<file path="config.mk">
export PLATFORM = sky130hd
export DESIGN_NAME = vertex_rotator
export DESIGN_NICKNAME = d
export VERILOG_FILES = /design/src/rtl/rotate_pkg.sv /design/src/rtl/rot_pair.sv /design/src/rtl/vertex_rotator.sv
export SDC_FILE = /design/constraint.sdc
export NUM_CORES = 1
export LEC_CHECK = 0
export BUFFER_PORTS_ARGS = -buffer_cell sky130_fd_sc_hd__buf_2
export CORE_ASPECT_RATIO = 1.5
export CORE_MARGIN = 2
export CORE_UTILIZATION = 60
export DETAILED_ROUTE_END_ITERATION = 6
export GPL_ROUTABILITY_DRIVEN = 1
export PLACE_DENSITY = 0.78
export SLEW_MARGIN = 10
export SYNTH_ARGS = -nofsm -noshare
export SYNTH_HDL_FRONTEND = slang
export SYNTH_SLANG_ARGS = --single-unit
</file>
<file path="constraint.sdc">
create_clock -name clk -period 7.8 [get_ports clk]
set_clock_uncertainty 0.15 [all_clocks]
set_input_delay 0.39 -clock clk [delete_from_list [all_inputs] [get_ports clk]]
set_output_delay 0.39 -clock clk [all_outputs]
set_load 0.02 [all_outputs]
</file>
<file path="src/rtl/rotate_pkg.sv">
// rtl/rotate_pkg.sv - shared axis encoding and default widths for the vertex rotator
package rotate_pkg;

    typedef enum logic [1:0] {
        AXIS_X    = 2'd0,
        AXIS_Y    = 2'd1,
        AXIS_Z    = 2'd2,
        AXIS_NONE = 2'd3
    } axis_e;

    localparam int DEF_COORD_W = 8;
    localparam int DEF_TRIG_W  = 16;
    localparam int DEF_FRAC    = 8;
    localparam int DEF_TAG_W   = 8;

endpackage

</file>
<file path="src/rtl/rot_pair.sv">
// rtl/rot_pair.sv - one 2-D rotation: registered products, then add, round half-up and limit
// Optional clamping enabled by macro VERTEX_ROTATOR_SAT_EN; default build wraps.
module rot_pair
    import rotate_pkg::*;
#(
    parameter int COORD_W = DEF_COORD_W,
    parameter int TRIG_W  = DEF_TRIG_W,
    parameter int FRAC    = DEF_FRAC,
    parameter int OUT_W   = COORD_W + 1
) (
    input  logic                      clk,
    input  logic                      rst,
    input  logic                      en,
    input  logic signed [COORD_W-1:0] a,
    input  logic signed [COORD_W-1:0] b,
    input  logic signed [TRIG_W-1:0]  sin_v,
    input  logic signed [TRIG_W-1:0]  cos_v,
    output logic signed [OUT_W-1:0]   r0,
    output logic signed [OUT_W-1:0]   r1
);

    localparam int P_W = COORD_W + TRIG_W;
    localparam int S_W = P_W + 1;
    localparam logic signed [S_W-1:0] HALF = S_W'(2 ** (FRAC - 1));

    logic signed [P_W-1:0] ac_d, ac_q, bs_d, bs_q, as_d, as_q, bc_d, bc_q;
    logic signed [S_W-1:0] rnd0, rnd1;

    always_comb begin
        ac_d = ac_q;
        bs_d = bs_q;
        as_d = as_q;
        bc_d = bc_q;
        if (en) begin
            ac_d = P_W'(a) * P_W'(cos_v);
            bs_d = P_W'(b) * P_W'(sin_v);
            as_d = P_W'(a) * P_W'(sin_v);
            bc_d = P_W'(b) * P_W'(cos_v);
        end
    end

    always_ff @(posedge clk) begin
        if (rst) begin
            ac_q <= '0;
            bs_q <= '0;
            as_q <= '0;
            bc_q <= '0;
        end else begin
            ac_q <= ac_d;
            bs_q <= bs_d;
            as_q <= as_d;
            bc_q <= bc_d;
        end
    end

    assign rnd0 = S_W'(ac_q) - S_W'(bs_q) + HALF;
    assign rnd1 = S_W'(as_q) + S_W'(bc_q) + HALF;

`ifdef VERTEX_ROTATOR_SAT_EN
    localparam logic signed [S_W-1:0] MAX_V = S_W'((2 ** (OUT_W - 1)) - 1);
    localparam logic signed [S_W-1:0] MIN_V = ~MAX_V;

    function automatic logic signed [OUT_W-1:0] limit(input logic signed [S_W-1:0] v);
        logic signed [S_W-1:0] sh;
        sh = v >>> FRAC;
        if (sh > MAX_V)
            return OUT_W'(MAX_V);
        else if (sh < MIN_V)
            return OUT_W'(MIN_V);
        else
            return OUT_W'(sh);
    endfunction
`else
    function automatic logic signed [OUT_W-1:0] limit(input logic signed [S_W-1:0] v);
        return OUT_W'(v >>> FRAC);
    endfunction
`endif

    assign r0 = limit(rnd0);
    assign r1 = limit(rnd1);

endmodule

</file>
<file path="src/rtl/vertex_rotator.sv">
// rtl/vertex_rotator.sv - 3-stage streaming vertex rotation about X, Y, Z or identity
// Macro VERTEX_ROTATOR_SAT_EN selects clamping of rotated results instead of wrapping.
module vertex_rotator
    import rotate_pkg::*;
#(
    parameter int COORD_W = DEF_COORD_W,
    parameter int TRIG_W  = DEF_TRIG_W,
    parameter int FRAC    = DEF_FRAC,
    parameter int TAG_W   = DEF_TAG_W
) (
    input  logic                        clk,
    input  logic                        rst,
    input  logic                        in_valid,
    output logic                        in_ready,
    input  logic signed [COORD_W-1:0]   in_x,
    input  logic signed [COORD_W-1:0]   in_y,
    input  logic signed [COORD_W-1:0]   in_z,
    input  logic signed [TRIG_W-1:0]    in_sin,
    input  logic signed [TRIG_W-1:0]    in_cos,
    input  logic [1:0]                  in_axis,
    input  logic [TAG_W-1:0]            in_tag,
    input  logic                        in_last,
    output logic                        out_valid,
    input  logic                        out_ready,
    output logic signed [COORD_W:0]     out_x,
    output logic signed [COORD_W:0]     out_y,
    output logic signed [COORD_W:0]     out_z,
    output logic [TAG_W-1:0]            out_tag,
    output logic                        out_last
);

    localparam int OUT_W = COORD_W + 1;

    logic adv;

    // stage 1: registered input beat
    logic                      v1_d, v1_q, last1_d, last1_q;
    logic signed [COORD_W-1:0] x1_d, x1_q, y1_d, y1_q, z1_d, z1_q;
    logic signed [TRIG_W-1:0]  sin1_d, sin1_q, cos1_d, cos1_q;
    axis_e                     axis1_d, axis1_q;
    logic [TAG_W-1:0]          tag1_d, tag1_q;

    // stage 2: products live inside rot_pair; coordinates ride along for passthrough
    logic                      v2_d, v2_q, last2_d, last2_q;
    logic signed [COORD_W-1:0] x2_d, x2_q, y2_d, y2_q, z2_d, z2_q;
    axis_e                     axis2_d, axis2_q;
    logic [TAG_W-1:0]          tag2_d, tag2_q;

    // stage 3: output register
    logic                      out_valid_d, out_valid_q, out_last_d, out_last_q;
    logic signed [OUT_W-1:0]   out_x_d, out_x_q, out_y_d, out_y_q, out_z_d, out_z_q;
    logic [TAG_W-1:0]          out_tag_d, out_tag_q;

    logic signed [COORD_W-1:0] rot_a, rot_b;
    logic signed [OUT_W-1:0]   rot_r0, rot_r1;
    logic signed [OUT_W-1:0]   ext_x, ext_y, ext_z;

    assign adv      = !out_valid_q || out_ready;
    assign in_ready = adv || rst;

    always_comb begin
        rot_a = x1_q;
        rot_b = y1_q;
        case (axis1_q)
            AXIS_X: begin
                rot_a = y1_q;
                rot_b = z1_q;
            end
            AXIS_Y: begin
                rot_a = z1_q;
                rot_b = x1_q;
            end
            default: begin
                rot_a = x1_q;
                rot_b = y1_q;
            end
        endcase
    end

    rot_pair #(
        .COORD_W (COORD_W),
        .TRIG_W  (TRIG_W),
        .FRAC    (FRAC),
        .OUT_W   (OUT_W)
    ) u_rot_pair (
        .clk   (clk),
        .rst   (rst),
        .en    (adv),
        .a     (rot_a),
        .b     (rot_b),
        .sin_v (sin1_q),
        .cos_v (cos1_q),
        .r0    (rot_r0),
        .r1    (rot_r1)
    );

    assign ext_x = OUT_W'(x2_q);
    assign ext_y = OUT_W'(y2_q);
    assign ext_z = OUT_W'(z2_q);

    always_comb begin
        v1_d        = v1_q;
        x1_d        = x1_q;
        y1_d        = y1_q;
        z1_d        = z1_q;
        sin1_d      = sin1_q;
        cos1_d      = cos1_q;
        axis1_d     = axis1_q;
        tag1_d      = tag1_q;
        last1_d     = last1_q;
        v2_d        = v2_q;
        x2_d        = x2_q;
        y2_d        = y2_q;
        z2_d        = z2_q;
        axis2_d     = axis2_q;
        tag2_d      = tag2_q;
        last2_d     = last2_q;
        out_valid_d = out_valid_q;
        out_x_d     = out_x_q;
        out_y_d     = out_y_q;
        out_z_d     = out_z_q;
        out_tag_d   = out_tag_q;
        out_last_d  = out_last_q;
        if (adv) begin
            v1_d        = in_valid;
            x1_d        = in_x;
            y1_d        = in_y;
            z1_d        = in_z;
            sin1_d      = in_sin;
            cos1_d      = in_cos;
            axis1_d     = axis_e'(in_axis);
            tag1_d      = in_tag;
            last1_d     = in_last;
            v2_d        = v1_q;
            x2_d        = x1_q;
            y2_d        = y1_q;
            z2_d        = z1_q;
            axis2_d     = axis1_q;
            tag2_d      = tag1_q;
            last2_d     = last1_q;
            out_valid_d = v2_q;
            out_tag_d   = tag2_q;
            out_last_d  = last2_q;
            // rot_pair r0/r1 are ordered (a', b') of the pair the stage-1 mux chose
            case (axis2_q)
                AXIS_Z: begin
                    out_x_d = rot_r0;
                    out_y_d = rot_r1;
                    out_z_d = ext_z;
                end
                AXIS_X: begin
                    out_x_d = ext_x;
                    out_y_d = rot_r0;
                    out_z_d = rot_r1;
                end
                AXIS_Y: begin
                    out_x_d = rot_r1;
                    out_y_d = ext_y;
                    out_z_d = rot_r0;
                end
                default: begin
                    out_x_d = ext_x;
                    out_y_d = ext_y;
                    out_z_d = ext_z;
                end
            endcase
        end
    end

    always_ff @(posedge clk) begin
        if (rst) begin
            v1_q        <= 1'b0;
            x1_q        <= '0;
            y1_q        <= '0;
            z1_q        <= '0;
            sin1_q      <= '0;
            cos1_q      <= '0;
            axis1_q     <= AXIS_NONE;
            tag1_q      <= '0;
            last1_q     <= 1'b0;
            v2_q        <= 1'b0;
            x2_q        <= '0;
            y2_q        <= '0;
            z2_q        <= '0;
            axis2_q     <= AXIS_NONE;
            tag2_q      <= '0;
            last2_q     <= 1'b0;
            out_valid_q <= 1'b0;
            out_x_q     <= '0;
            out_y_q     <= '0;
            out_z_q     <= '0;
            out_tag_q   <= '0;
            out_last_q  <= 1'b0;
        end else begin
            v1_q        <= v1_d;
            x1_q        <= x1_d;
            y1_q        <= y1_d;
            z1_q        <= z1_d;
            sin1_q      <= sin1_d;
            cos1_q      <= cos1_d;
            axis1_q     <= axis1_d;
            tag1_q      <= tag1_d;
            last1_q     <= last1_d;
            v2_q        <= v2_d;
            x2_q        <= x2_d;
            y2_q        <= y2_d;
            z2_q        <= z2_d;
            axis2_q     <= axis2_d;
            tag2_q      <= tag2_d;
            last2_q     <= last2_d;
            out_valid_q <= out_valid_d;
            out_x_q     <= out_x_d;
            out_y_q     <= out_y_d;
            out_z_q     <= out_z_d;
            out_tag_q   <= out_tag_d;
            out_last_q  <= out_last_d;
        end
    end

    assign out_valid = out_valid_q;
    assign out_x     = out_x_q;
    assign out_y     = out_y_q;
    assign out_z     = out_z_q;
    assign out_tag   = out_tag_q;
    assign out_last  = out_last_q;

endmodule

</file>
==> results.cfg <==
[clock_network]
cts_buffers = 22
clock_latency_ps = 550
ctsResizeCount = 0
cts.path.max_buffers = 3
root_buffer = clkbuf_16
cts_tree = done
cts.htree.levels = 1
clock-sinks = 209
path_clk_slew_ps = 80

[routing]
drc = 0
viasPerCell = 5.69
totalWireLength_mm = 62.0
vias = 18739
wl_per_cell_um = 18.8
ant_nets = 0
drt-initial-drc-count = 1399
drtPass1Iterations = 6

[synthesis]
ys_warn_count = 0
synth_compound_gate_area_share_pct = 10.1
synth.distinct_cells = 63
synthMuxAreaShare_pct = 1.26
synth_area_leaders = fa_1 24%, dfxtp_1 19%, ha_1 11%
synth-xor-area-share_pct = 4.30
synth_ff_type = dfxtp_1
seq_area_frac_synth_pct = 18.6
syn_avg_cell_area_um2 = 8.31
synth_top_cell_area_share_pct = 23.8
synth_adder_area_share_pct = 35.2
syn_inst = 2715
syn_area_um2 = 22600
synthSimpleGateAreaFrac_pct = 20.9
yosys.area.top_type = fa_1
syn-num-nets = 3259
synth_edf_count = 0
synth_top_family_by_area = adder cells
synth-async-reset-ratio_pct = 0
ys_ff_latch = 209

[timing]
fin_crit_ps = 6740
fin_crit_sh_pct = 86.4
rsz0062_at_grt = no
fin_hold_ws_ps = 41.6
maxSlewViolCount = 0
timing.fmax_ghz = 0.148
setup_viol = 0
fin_tns_setup_ps = 0
finalHoldViolations = 0
max-slew-margin-rel_pct = 30.7
worst_pin_slew_ps = 1040

[worst_setup_path]
cp_max_fo = 18
worstPathRequired_ps = 8100
crit_cells = 19
r2r_cells = 19
slowest_stage = dfxtp_1
crit_family = adder cells
worstPathArrival_ps = 7040
end_kind = flip-flop
startpoint_type = flip-flop
path_cells = mux2_2, mux2i_2, nand2b_1, fa_1, fa_1, inv_1, fa_1, inv_1, fa_1, inv_1, ha_1, o21ai_0, a21oi_1, o41ai_1, o21ai_0, nor4_1, nor2_1, xor2_1, a211oi_1
path_class = reg -> reg
cp_common_cell = fa_1
crit_buf_inv = 3
cp_slowest_stage_delay_ps = 910

[layout]
layout.nets = 3333
area_growth_syn_to_layout_pct = 9.98
final_util_pct = 66.4
insertedDiodeCount = 0
layout-drive-gt1-share_pct = 7.63
fillers = 2989

[pwr]
p_leak_nw = 11.9
ir_drop_mv = 0.194
power_density_nw_per_um2 = 206

[placement]
io_buffers = 108
dp_hpwl_mm = 45.2
gp_congestion = 0.964

[global_route]
grt_pass1_wl_mm = 99.8
grtUsageMet2_pct = 55.8
grt_util_met1_pct = 36.4
grt_max_degree = 211
grt-ovfl-total = 0
track_usage_pct = 32.4
use_met3_pct = 4.52
top_usage_layer = met2
antenna_found_initial = 0
grt_pass1_vias = 19672

[floorplanning]
ios = 109
initial_core_util_pct = 60.4
coreArea_um2 = 37300
fp.dieW_um = 162
rows = 87
die_height_um = 241
die-area_um2 = 39200

[min_path]
hold_path_class = in -> reg
hold-path-cell-count = 3

[run]
maxCapViolations = 0

[run_status]
outcome = finished clean
## cells by family (layout without fill, tap and decap cells)
family,Yosys count,after routing
AOI/OAI and AO/OA,376,376
and+or+nand+nor,961,961
xor gates and xnor gates,98,98
buffers and inverters,574,663
adders and majority gates,473,473
muxes,24,24
DFF,209,209
## report_power, final
part | switching [mW] | internal [mW] | total, mW
Clock | 0.486 | 0.673 | 1.16
Combinational | 1.52 | 1.03 | 2.55
Sequential | 0.179 | 1.21 | 1.39
Total | 2.18 | 2.92 | 5.10
## layout make-up
type	instances	area [um^2]	share of cell area (%)
multi-input cells	1932	16200	65.4
flip-flops and latches	209	4190	16.9
inverters	426	1600	6.45
repair buffers	198	1400	5.66
clock buffers	30	631	2.54
well taps	489	612	2.47
clock inverters	9	149	0.600
## layer usage
metal / vias to the layer above / wire length, um
met3: 272 / 3770
li1: 8619 / -
met4: 0 / 5720
met5: - / 0
met1: 9119 / 22500
met2: 729 / 30000
## repair_timing
item | CTS | global route
hold buffers | 67 | 0
setup buffers | 0 | 0
endpoints found under the hold margin | 67 | 0
## cells in the final DEF (no fill, tap or decap), types with 18 or more instances in the layout
cell type / instances
xor2_1: 23
nor3_1: 31
nor2_1: 101
clkbuf_16: 22
buf_4: 22
a211oi_1: 20
a21o_1: 18
nor2b_1: 161
a21oi_1: 217
xnor2_1: 66
buf_2: 107
dlygate4sd3_1: 67
and2_1: 158
dfxtp_1: 208
fa_1: 268
ha_1: 205
nand2_1: 405
o21ai_0: 30
nand3_1: 19
inv_1: 426
nand2b_1: 30
## state kept, by name (all words and copies together), names as in the netlist, 2 cells and up
signal,flops
y1_q,8
z1_q,8
out_z,9
axis1_q,2
y2_q,8
cos1_q,16
tag1_q,8
u_rot_pair.bs_q,17
tag2_q,8
out_tag,8
axis2_q,2
x2_q,8
x1_q,8
u_rot_pair.as_q,17
u_rot_pair.bc_q,17
out_x,9
z2_q,8
out_y,9
u_rot_pair.ac_q,17
sin1_q,16
## path summary, 6_finish.rpt
path / startpoint / end / slack [ps]
worst min-delay path: in_z[6] / z1_q[6]$_SDFFE_PP0P_ / 40
worst max-delay path: axis1_q[0]$_SDFFE_PP1P_ / u_rot_pair.as_q[16]$_SDFFE_PP0P_ / 1060
worst max register to register: axis1_q[0]$_SDFFE_PP1P_ / u_rot_pair.as_q[16]$_SDFFE_PP0P_ / 1060
worst min register to register: out_tag[7]$_SDFFE_PP0P_ / out_tag[7]$_SDFFE_PP0P_ / 290
## tightest hold or removal path: stages
cell and delay [ps]:
buf_2 100, nand2_1 110, a21oi_1 80
## synthesized netlist by cell type, drive strengths merged, types with 3 or more instances
cell type and number:
a2111oi 5, a211o 3, a211oi 20, a21o 18, a21oi 219, a221o 10, a221oi 18, a311oi 5
a31oi 4, and2 158, and3 5, buf 12, clkbuf 136, dfxtp 209, fa 268, ha 205
inv 426, mux2 10, mux2i 14, nand2 405, nand2b 31, nand3 19, nand3b 11, nor2 101
nor2b 162, nor3 31, nor4 4, o211ai 9, o21a 9, o21ai 35, o21bai 6, o31ai 6
or2 17, or3 7, xnor2 68, xnor3 7, xor2 23
## per-stage QoR
stage | power [mW] | cells | worst slack [ps] | area, um^2
after global placement | 3.79 | 3187 | 1470 | 23400
after floorplan | 3.14 | 2715 | 2080 | 22600
after CTS | 5.08 | 3293 | 1150 | 24800
after detailed placement | 3.88 | 3187 | 1170 | 23400
final | 5.10 | 3293 | 1060 | 24800
after global routing | 5.45 | 3293 | 695 | 24800
No activity file was read; power rests on OpenSTA's default activity.
